[src/rtl/hnf_rxreq_lcrd_ctrl_if.sv]
// RXREQ link-credit interface between the requester/POCQ side and the HN-F credit controller.
interface hnf_rxreq_lcrd_ctrl_if #(
  parameter int unsigned NUM_CREDITS = 4
);
  localparam int unsigned CNT_W = $clog2(NUM_CREDITS + 1);

  logic             rxreqflitv;
  logic             rxreqflit_is_lcrdreturn;
  logic             pocq_free;
  logic             link_rx_active;
  logic             rxreqlcrdv;
  logic [CNT_W-1:0] credits_outstanding;
  logic [CNT_W-1:0] pocq_occupancy;
  logic             link_quiesced;
  logic             err_overflow;
  logic             err_underflow;

  modport master (
    output rxreqflitv, rxreqflit_is_lcrdreturn, pocq_free, link_rx_active,
    input  rxreqlcrdv, credits_outstanding, pocq_occupancy, link_quiesced,
           err_overflow, err_underflow
  );

  modport slave (
    input  rxreqflitv, rxreqflit_is_lcrdreturn, pocq_free, link_rx_active,
    output rxreqlcrdv, credits_outstanding, pocq_occupancy, link_quiesced,
           err_overflow, err_underflow
  );
endinterface

[src/rtl/hnf_rxreq_lcrd_ctrl.sv]
// RXREQ L-credit controller: grants credits sized to free POCQ entries and
// sequences link activation/deactivation until every credit has come back.
module hnf_rxreq_lcrd_ctrl #(
  parameter int unsigned NUM_CREDITS = 4
) (
  input  logic                  clock,
  input  logic                  reset,
  hnf_rxreq_lcrd_ctrl_if.slave  lnk
);
  localparam int unsigned CNT_W = $clog2(NUM_CREDITS + 1);

  typedef enum logic [1:0] {
    STOP  = 2'd0,
    RUN   = 2'd1,
    DEACT = 2'd2
  } state_t;

  state_t           state;
  logic             lcrdv_q;
  logic [CNT_W-1:0] outst;
  logic [CNT_W-1:0] occ;
  logic             quiesced_q;
  logic             ovf_q;
  logic             unf_q;

  logic             consume;
  logic             enq;
  logic             deq;
  logic             grant_d;
  logic             flit_ovf;
  logic             free_unf;
  logic [CNT_W:0]   in_use;

  // Credits at the requester plus queued entries bound what may still be granted.
  always_comb begin
    in_use   = {1'b0, outst} + {1'b0, occ};
    consume  = lnk.rxreqflitv && (outst != '0);
    enq      = consume && !lnk.rxreqflit_is_lcrdreturn;
    deq      = lnk.pocq_free && (occ != '0);
    flit_ovf = lnk.rxreqflitv && (outst == '0);
    free_unf = lnk.pocq_free && (occ == '0);
    grant_d  = (state == RUN) && lnk.link_rx_active &&
               (in_use < (CNT_W + 1)'(NUM_CREDITS));
  end

  always_ff @(posedge clock or posedge reset) begin
    if (reset) begin
      state      <= STOP;
      lcrdv_q    <= 1'b0;
      outst      <= '0;
      occ        <= '0;
      quiesced_q <= 1'b1;
      ovf_q      <= 1'b0;
      unf_q      <= 1'b0;
    end else begin
      lcrdv_q <= grant_d;
      outst   <= outst + CNT_W'(grant_d) - CNT_W'(consume);
      occ     <= occ + CNT_W'(enq) - CNT_W'(deq);
      ovf_q   <= ovf_q | flit_ovf;
      unf_q   <= unf_q | free_unf;

      // Deactivation only completes once every credit is home; queued flits do not matter.
      case (state)
        STOP: begin
          if (lnk.link_rx_active) begin
            state      <= RUN;
            quiesced_q <= 1'b0;
          end
        end
        RUN: begin
          if (!lnk.link_rx_active) state <= DEACT;
        end
        DEACT: begin
          if (outst == '0) begin
            state      <= STOP;
            quiesced_q <= 1'b1;
          end
        end
        default: begin
          state      <= STOP;
          quiesced_q <= 1'b1;
        end
      endcase
    end
  end

  assign lnk.rxreqlcrdv          = lcrdv_q;
  assign lnk.credits_outstanding = outst;
  assign lnk.pocq_occupancy      = occ;
  assign lnk.link_quiesced       = quiesced_q;
  assign lnk.err_overflow        = ovf_q;
  assign lnk.err_underflow       = unf_q;

endmodule

[src/flat_wrapper.sv]
// flat-port wrapper written by rule: the top's interface ports become plain ports
module hnf_rxreq_lcrd_ctrl_flat 
#(
  parameter int unsigned NUM_CREDITS = 4
)
  (clock, reset, lnk_rxreqflitv, lnk_rxreqflit_is_lcrdreturn, lnk_pocq_free, lnk_link_rx_active, lnk_rxreqlcrdv, lnk_credits_outstanding, lnk_pocq_occupancy, lnk_link_quiesced, lnk_err_overflow, lnk_err_underflow);
  hnf_rxreq_lcrd_ctrl_if #(.NUM_CREDITS(NUM_CREDITS)) lnk_i ();
  input  logic clock;
  input  logic reset;
  input wire logic [$bits(lnk_i.rxreqflitv)-1:0] lnk_rxreqflitv;
  input wire logic [$bits(lnk_i.rxreqflit_is_lcrdreturn)-1:0] lnk_rxreqflit_is_lcrdreturn;
  input wire logic [$bits(lnk_i.pocq_free)-1:0] lnk_pocq_free;
  input wire logic [$bits(lnk_i.link_rx_active)-1:0] lnk_link_rx_active;
  output wire logic [$bits(lnk_i.rxreqlcrdv)-1:0] lnk_rxreqlcrdv;
  output wire logic [$bits(lnk_i.credits_outstanding)-1:0] lnk_credits_outstanding;
  output wire logic [$bits(lnk_i.pocq_occupancy)-1:0] lnk_pocq_occupancy;
  output wire logic [$bits(lnk_i.link_quiesced)-1:0] lnk_link_quiesced;
  output wire logic [$bits(lnk_i.err_overflow)-1:0] lnk_err_overflow;
  output wire logic [$bits(lnk_i.err_underflow)-1:0] lnk_err_underflow;
  assign lnk_i.rxreqflitv = lnk_rxreqflitv;
  assign lnk_i.rxreqflit_is_lcrdreturn = lnk_rxreqflit_is_lcrdreturn;
  assign lnk_i.pocq_free = lnk_pocq_free;
  assign lnk_i.link_rx_active = lnk_link_rx_active;
  assign lnk_rxreqlcrdv = lnk_i.rxreqlcrdv;
  assign lnk_credits_outstanding = lnk_i.credits_outstanding;
  assign lnk_pocq_occupancy = lnk_i.pocq_occupancy;
  assign lnk_link_quiesced = lnk_i.link_quiesced;
  assign lnk_err_overflow = lnk_i.err_overflow;
  assign lnk_err_underflow = lnk_i.err_underflow;
  hnf_rxreq_lcrd_ctrl #(.NUM_CREDITS(NUM_CREDITS)) u_core (.clock(clock), .reset(reset), .lnk(lnk_i));
endmodule
[config.mk]
export PLATFORM = sky130hd
export DESIGN_NAME = hnf_rxreq_lcrd_ctrl_flat
export DESIGN_NICKNAME = d
export VERILOG_FILES = /design/src/rtl/hnf_rxreq_lcrd_ctrl_if.sv /design/src/rtl/hnf_rxreq_lcrd_ctrl.sv /design/src/flat_wrapper.sv
export SDC_FILE = /design/constraint.sdc
export NUM_CORES = 1
export LEC_CHECK = 0
export ABC_AREA = 0
export CORE_UTILIZATION = 40
export DETAILED_ROUTE_END_ITERATION = 8
export PLACE_DENSITY = 0.68
export SYNTH_ARGS = -nofsm -noshare
export SYNTH_HDL_FRONTEND = slang
export SYNTH_SLANG_ARGS = --single-unit
[constraint.sdc]
create_clock -name clock -period 3.48 [get_ports clock]
set_clock_uncertainty 0.1 [all_clocks]
set_input_delay 0.87 -clock clock [delete_from_list [all_inputs] [get_ports clock]]
set_output_delay 0.87 -clock clock [all_outputs]
set_load 0.01 [all_outputs]
After elaboration in Yosys (flattened, before gate mapping)
Index checks and enable logic that the tools add are counted.
{"block": "word_totals", "inputBits": 6, "word_cells": 43, "ff_bits": 12, "output_inout_bits": 10}
{"block": "classes", "bitwise": 3, "n_lt_le_gt_ge": 1, "mux": 7, "n_eq_ne": 5, "reduce_logical": 15, "addsub": 5}
{"operator": "logical AND 1 bit", "count": 7}
{"operator": "adder 3 x 1 -> 3 bit", "count": 2}
{"operator": "zero test 3 bit", "count": 2}
{"operator": "2-to-1 mux 2 bit", "count": 3}
{"operator": "one-hot mux 2 bit (3 select lines)", "count": 1}
{"operator": "AND reduction 3 bit", "count": 2}
{"operator": "nonzero test 3 bit", "count": 2}
{"operator": "subtractor 3 x 1 -> 3 bit", "count": 2}
{"operator": "adder 3 x 3 -> 4 bit", "count": 1}
{"operator": "< comparator 4 x 3 -> 1 bit (second input constant)", "count": 1}
{"operator": "!= test 2 bit (second input constant)", "count": 2}
{"operator": "one-hot mux 1 bit (3 select lines)", "count": 1}
{"operator": "== test 2 x 1 -> 1 bit (second input constant)", "count": 1}
{"operator": "== test 2 bit (second input constant)", "count": 1}
{"operator": "zero test 2 bit", "count": 1}
{"operator": "2-to-1 mux 1 bit", "count": 2}
{"operator": "!= test 2 x 1 -> 1 bit (second input constant)", "count": 1}
{"operator": "bitwise OR 1 bit", "count": 2}
{"operator": "zero test 1 bit", "count": 1}
{"operator": "inverter 1 bit", "count": 1}

Logic depth before layout (Yosys ltp)
{"block": "logic_depth", "word_depth": 5, "mapped_depth": 9, "depth_no_buf": 9}

Worst setup path before layout
No wires, ideal clock.
{"block": "synth_timing", "path_type": "input to register", "from": "input port lnk_pocq_free", "to": "register u_core.occ[2] (netlist: u_core.lnk.pocq_occupancy[2])", "stages": 8, "n_path_buf": 0, "path_slack_ns": 1.162, "t_required_ns": 3.253, "arrival_ns": 2.091, "cell_sequence": "nor2b_1 -> ha_1 -> inv_1 -> ha_1 -> inv_1 -> fa_1 -> xnor2_1 -> xnor2_1"}
{"block": "synth_between", "elab_chain_len": 2}
{"element": "start, declared", "line": "flat_wrapper.sv:12", "text": "input wire logic [$bits(lnk_i.pocq_free)-1:0] lnk_pocq_free;"}
{"element": "logical AND 1 bit", "line": "hnf_rxreq_lcrd_ctrl.sv:39", "text": "deq = lnk.pocq_free && (occ != '0);"}
{"element": "subtractor 3 x 1 -> 3 bit", "line": "hnf_rxreq_lcrd_ctrl.sv:58", "text": "occ <= occ + CNT_W'(enq) - CNT_W'(deq);"}
{"element": "end signal, assigned", "line": "hnf_rxreq_lcrd_ctrl.sv:58"}
{"element": "end, declared", "line": "hnf_rxreq_lcrd_ctrl.sv:21", "text": "logic [CNT_W-1:0] occ;"}
Every way passes these cells.
A chain may end at the register's enable or synchronous reset.

Final worst setup path
Ends and elaborated chain as after synthesis.

==> flow_metrics.tcl <==
set metrics [dict create \
    post-route-period-util_pct 72.7 \
    syn_nets 64 \
    start_util_pct 45.2 \
    path_class "input pin to register" \
    postRouteAntennaNets 0 \
    critPathArrivalTime_ps 2590 \
    finalSetupTns_ps 0 \
    cts_hold_buf 0 \
    tightest_slew_ps 450 \
    die_w_um 41.3 \
    rows 13 \
    grt_max_degree 13 \
    coreArea_um2 1370 \
    netlist_area_um2 618 \
    grtUsageTotal_pct 15.4 \
    cts_sinks 12 \
    yosys_register_bits 12 \
    wl_per_cell_um 11.2 \
    hold_violations 0 \
    ys_seq_area_share_pct 48.8 \
    timing.final.ws_setup_ps 948 \
    fin_nets 84 \
    cp_max_fo 2 \
    vias_per_cell 4.89 \
    antenna_cells 0 \
    post_cts_buffers 0 \
    ir_drop_v 0.000421 \
    worstSetupEndpointType "register" \
    most-common-layout-cells "clkdlybuf4s50_1, dfrtp_1, inv_1" \
    cts_tree "done" \
    drv_slew 0 \
    nFillCells 127 \
    setup_viol 0 \
    ys_types 20 \
    drt_iter0_drc 3 \
    area_growth_pct 33.2 \
    pin_count 16 \
    worst_skew_pair.late_latency_ps 270 \
    portBuffers 15 \
    fp.dieArea_um2 1710 \
    root_buffer "clkbuf_4" \
    cp_data_required_time_ps 3540 \
    cts_made_buffers 3 \
    final_common_cell "clkdlybuf4s50_1" \
    synth.area.top_cells "dfrtp_1, ha_1, fa_1, xnor2_1, inv_1" \
    clk_path_buf_depth 2 \
    grt_overflow 0 \
    p_leak_nw 0.381 \
    routed_wl_um 943 \
    regArea_um2 302 \
    relSlewSlack_pct 70.0 \
    syn_avg_cell_area_um2 12.4 \
    cts.clk_slew.worst_paths_ps 70 \
    powerDensity_nw_per_um2 912 \
    grt_pass1_wl_mm 1.55 \
    cp-start-kind "input pin" \
    status "finished clean" \
    drive_above_1_share_pct 11.6 \
    grt_pass1_vias 382 \
    rsz0062_at_grt "false" \
    num_vias 411 \
    hp-class "register to register" \
    first_pass_iters 2 \
    dp_slack_ps 647 \
    synth_top_cell_by_area "dfrtp_1" \
    dpl.hpwl_um 748 \
    drv_cap 0 \
    cts-htree-levels 1 \
    multi_input_area_um2 283 \
    yosys_warnings 0 \
    yosysTopAreaCellShare_pct 44.5 \
    routabilityCongestion 0.686 \
    min_period_ps 2530 \
    drc 0 \
    syn_inst 50 \
    die_y_um 41.3 \
    postCtsResizedCells 0 \
    fmax_ghz 0.395 \
    antenna_found_initial 0 \
]
## kinds of logic (layout without fill, tap and decap cells)
group           Yosys count  after routing  synth area share, %
simple gates             13             13                 16.0
flops                    12             12                 48.8
buf+inv                   9             28                 5.47
fa+ha+maj                 8              8                 18.6
compound gates            4              4                 5.47
xor+xnor                  4              4                 5.67
## area by class of cell
cell class	count	area share, %
tap	15	2.28
multi-input combinational	29	34.3
inverter	9	4.10
sequential	12	36.6
clock buffer	4	4.41
timing repair buffer	15	18.2
## power by group
| group | switching (mW) | internal [mW] |
|---|---|---|
| registers | 0.0747 | 0.207 |
| clock network | 0.0456 | 0.0636 |
| logic | 0.145 | 0.215 |
| total | 0.266 | 0.485 |
## worst max-delay path: stages
cell and delay, ps:
clkdlybuf4s50_1 460, nor2b_1 130, ha_1 230, inv_1 60, ha_1 140, inv_1 50, fa_1 370, xnor2_1 150
xnor2_1 130
## routing by layer
layer	wire length, µm	global-route usage, %	part of all wire [%]	vias to the layer above
met5	0	0	0	-
met4	12	7.26	1.3	0
met3	65	7.98	6.9	2
met2	481	27.0	51	14
met1	383	14.9	41	193
li1	-	-	-	202
## final timing paths
kind / from / end / slack [ps] / cells past startpoint
worst max-delay path: lnk_pocq_free / u_core.lnk.pocq_occupancy[2]$_DFF_PP0_ / 950 / 9
worst min-delay path: u_core.lnk.err_underflow$_DFF_PP0_ / u_core.lnk.err_underflow$_DFF_PP0_ / 360 / 1
worst max register to register: u_core.lnk.credits_outstanding[2]$_DFF_PP0_ / u_core.lnk.credits_outstanding[2]$_DFF_PP0_ / 1230 / 8
worst min register to register: u_core.lnk.err_underflow$_DFF_PP0_ / u_core.lnk.err_underflow$_DFF_PP0_ / 360 / 1
max in group asynchronous: reset / u_core.lnk.link_quiesced$_DFFE_PP1P_ / 2140 / 2
min in group asynchronous: reset / u_core.state[1]$_DFFE_PP0P_ / 800 / 2
## cells in the mapped netlist
library cell / count
o2bb2ai_1: 1
o311a_1: 1
nand2b_1: 1
nor4b_2: 1
or2_2: 1
or3b_1: 1
inv_1: 9
nor3b_1: 1
a21o_1: 2
nor2_1: 1
ha_1: 6
and3_1: 1
nand3_1: 1
dfrtp_1: 11
nor2b_1: 3
fa_1: 2
nor3_1: 1
xnor2_1: 4
dfstp_2: 1
nor3_4: 1
## registers in the layout, summed over array words and instances, names as in the netlist
register,count
u_core.lnk.rxreqlcrdv,1
u_core.lnk.err_underflow,1
u_core.lnk.err_overflow,1
u_core.lnk.pocq_occupancy,3
u_core.lnk.link_quiesced,1
u_core.lnk.credits_outstanding,3
u_core.state,2
## metrics by stage
stage          power [mW]  util, %  std cells  hold WS [ps]  area, µm²
3_5_place_dp        0.657     57.6         80           345        787
5_1_grt             0.827     60.3         84           382        823
4_1_cts             0.771     60.3         84           368        823
6_report            0.751     60.3         84           362        823
2_1_floorplan       0.501        -         50           365        618
3_3_place_gp        0.644     57.6         80           344        787
(Power assumes the default switching activity.)
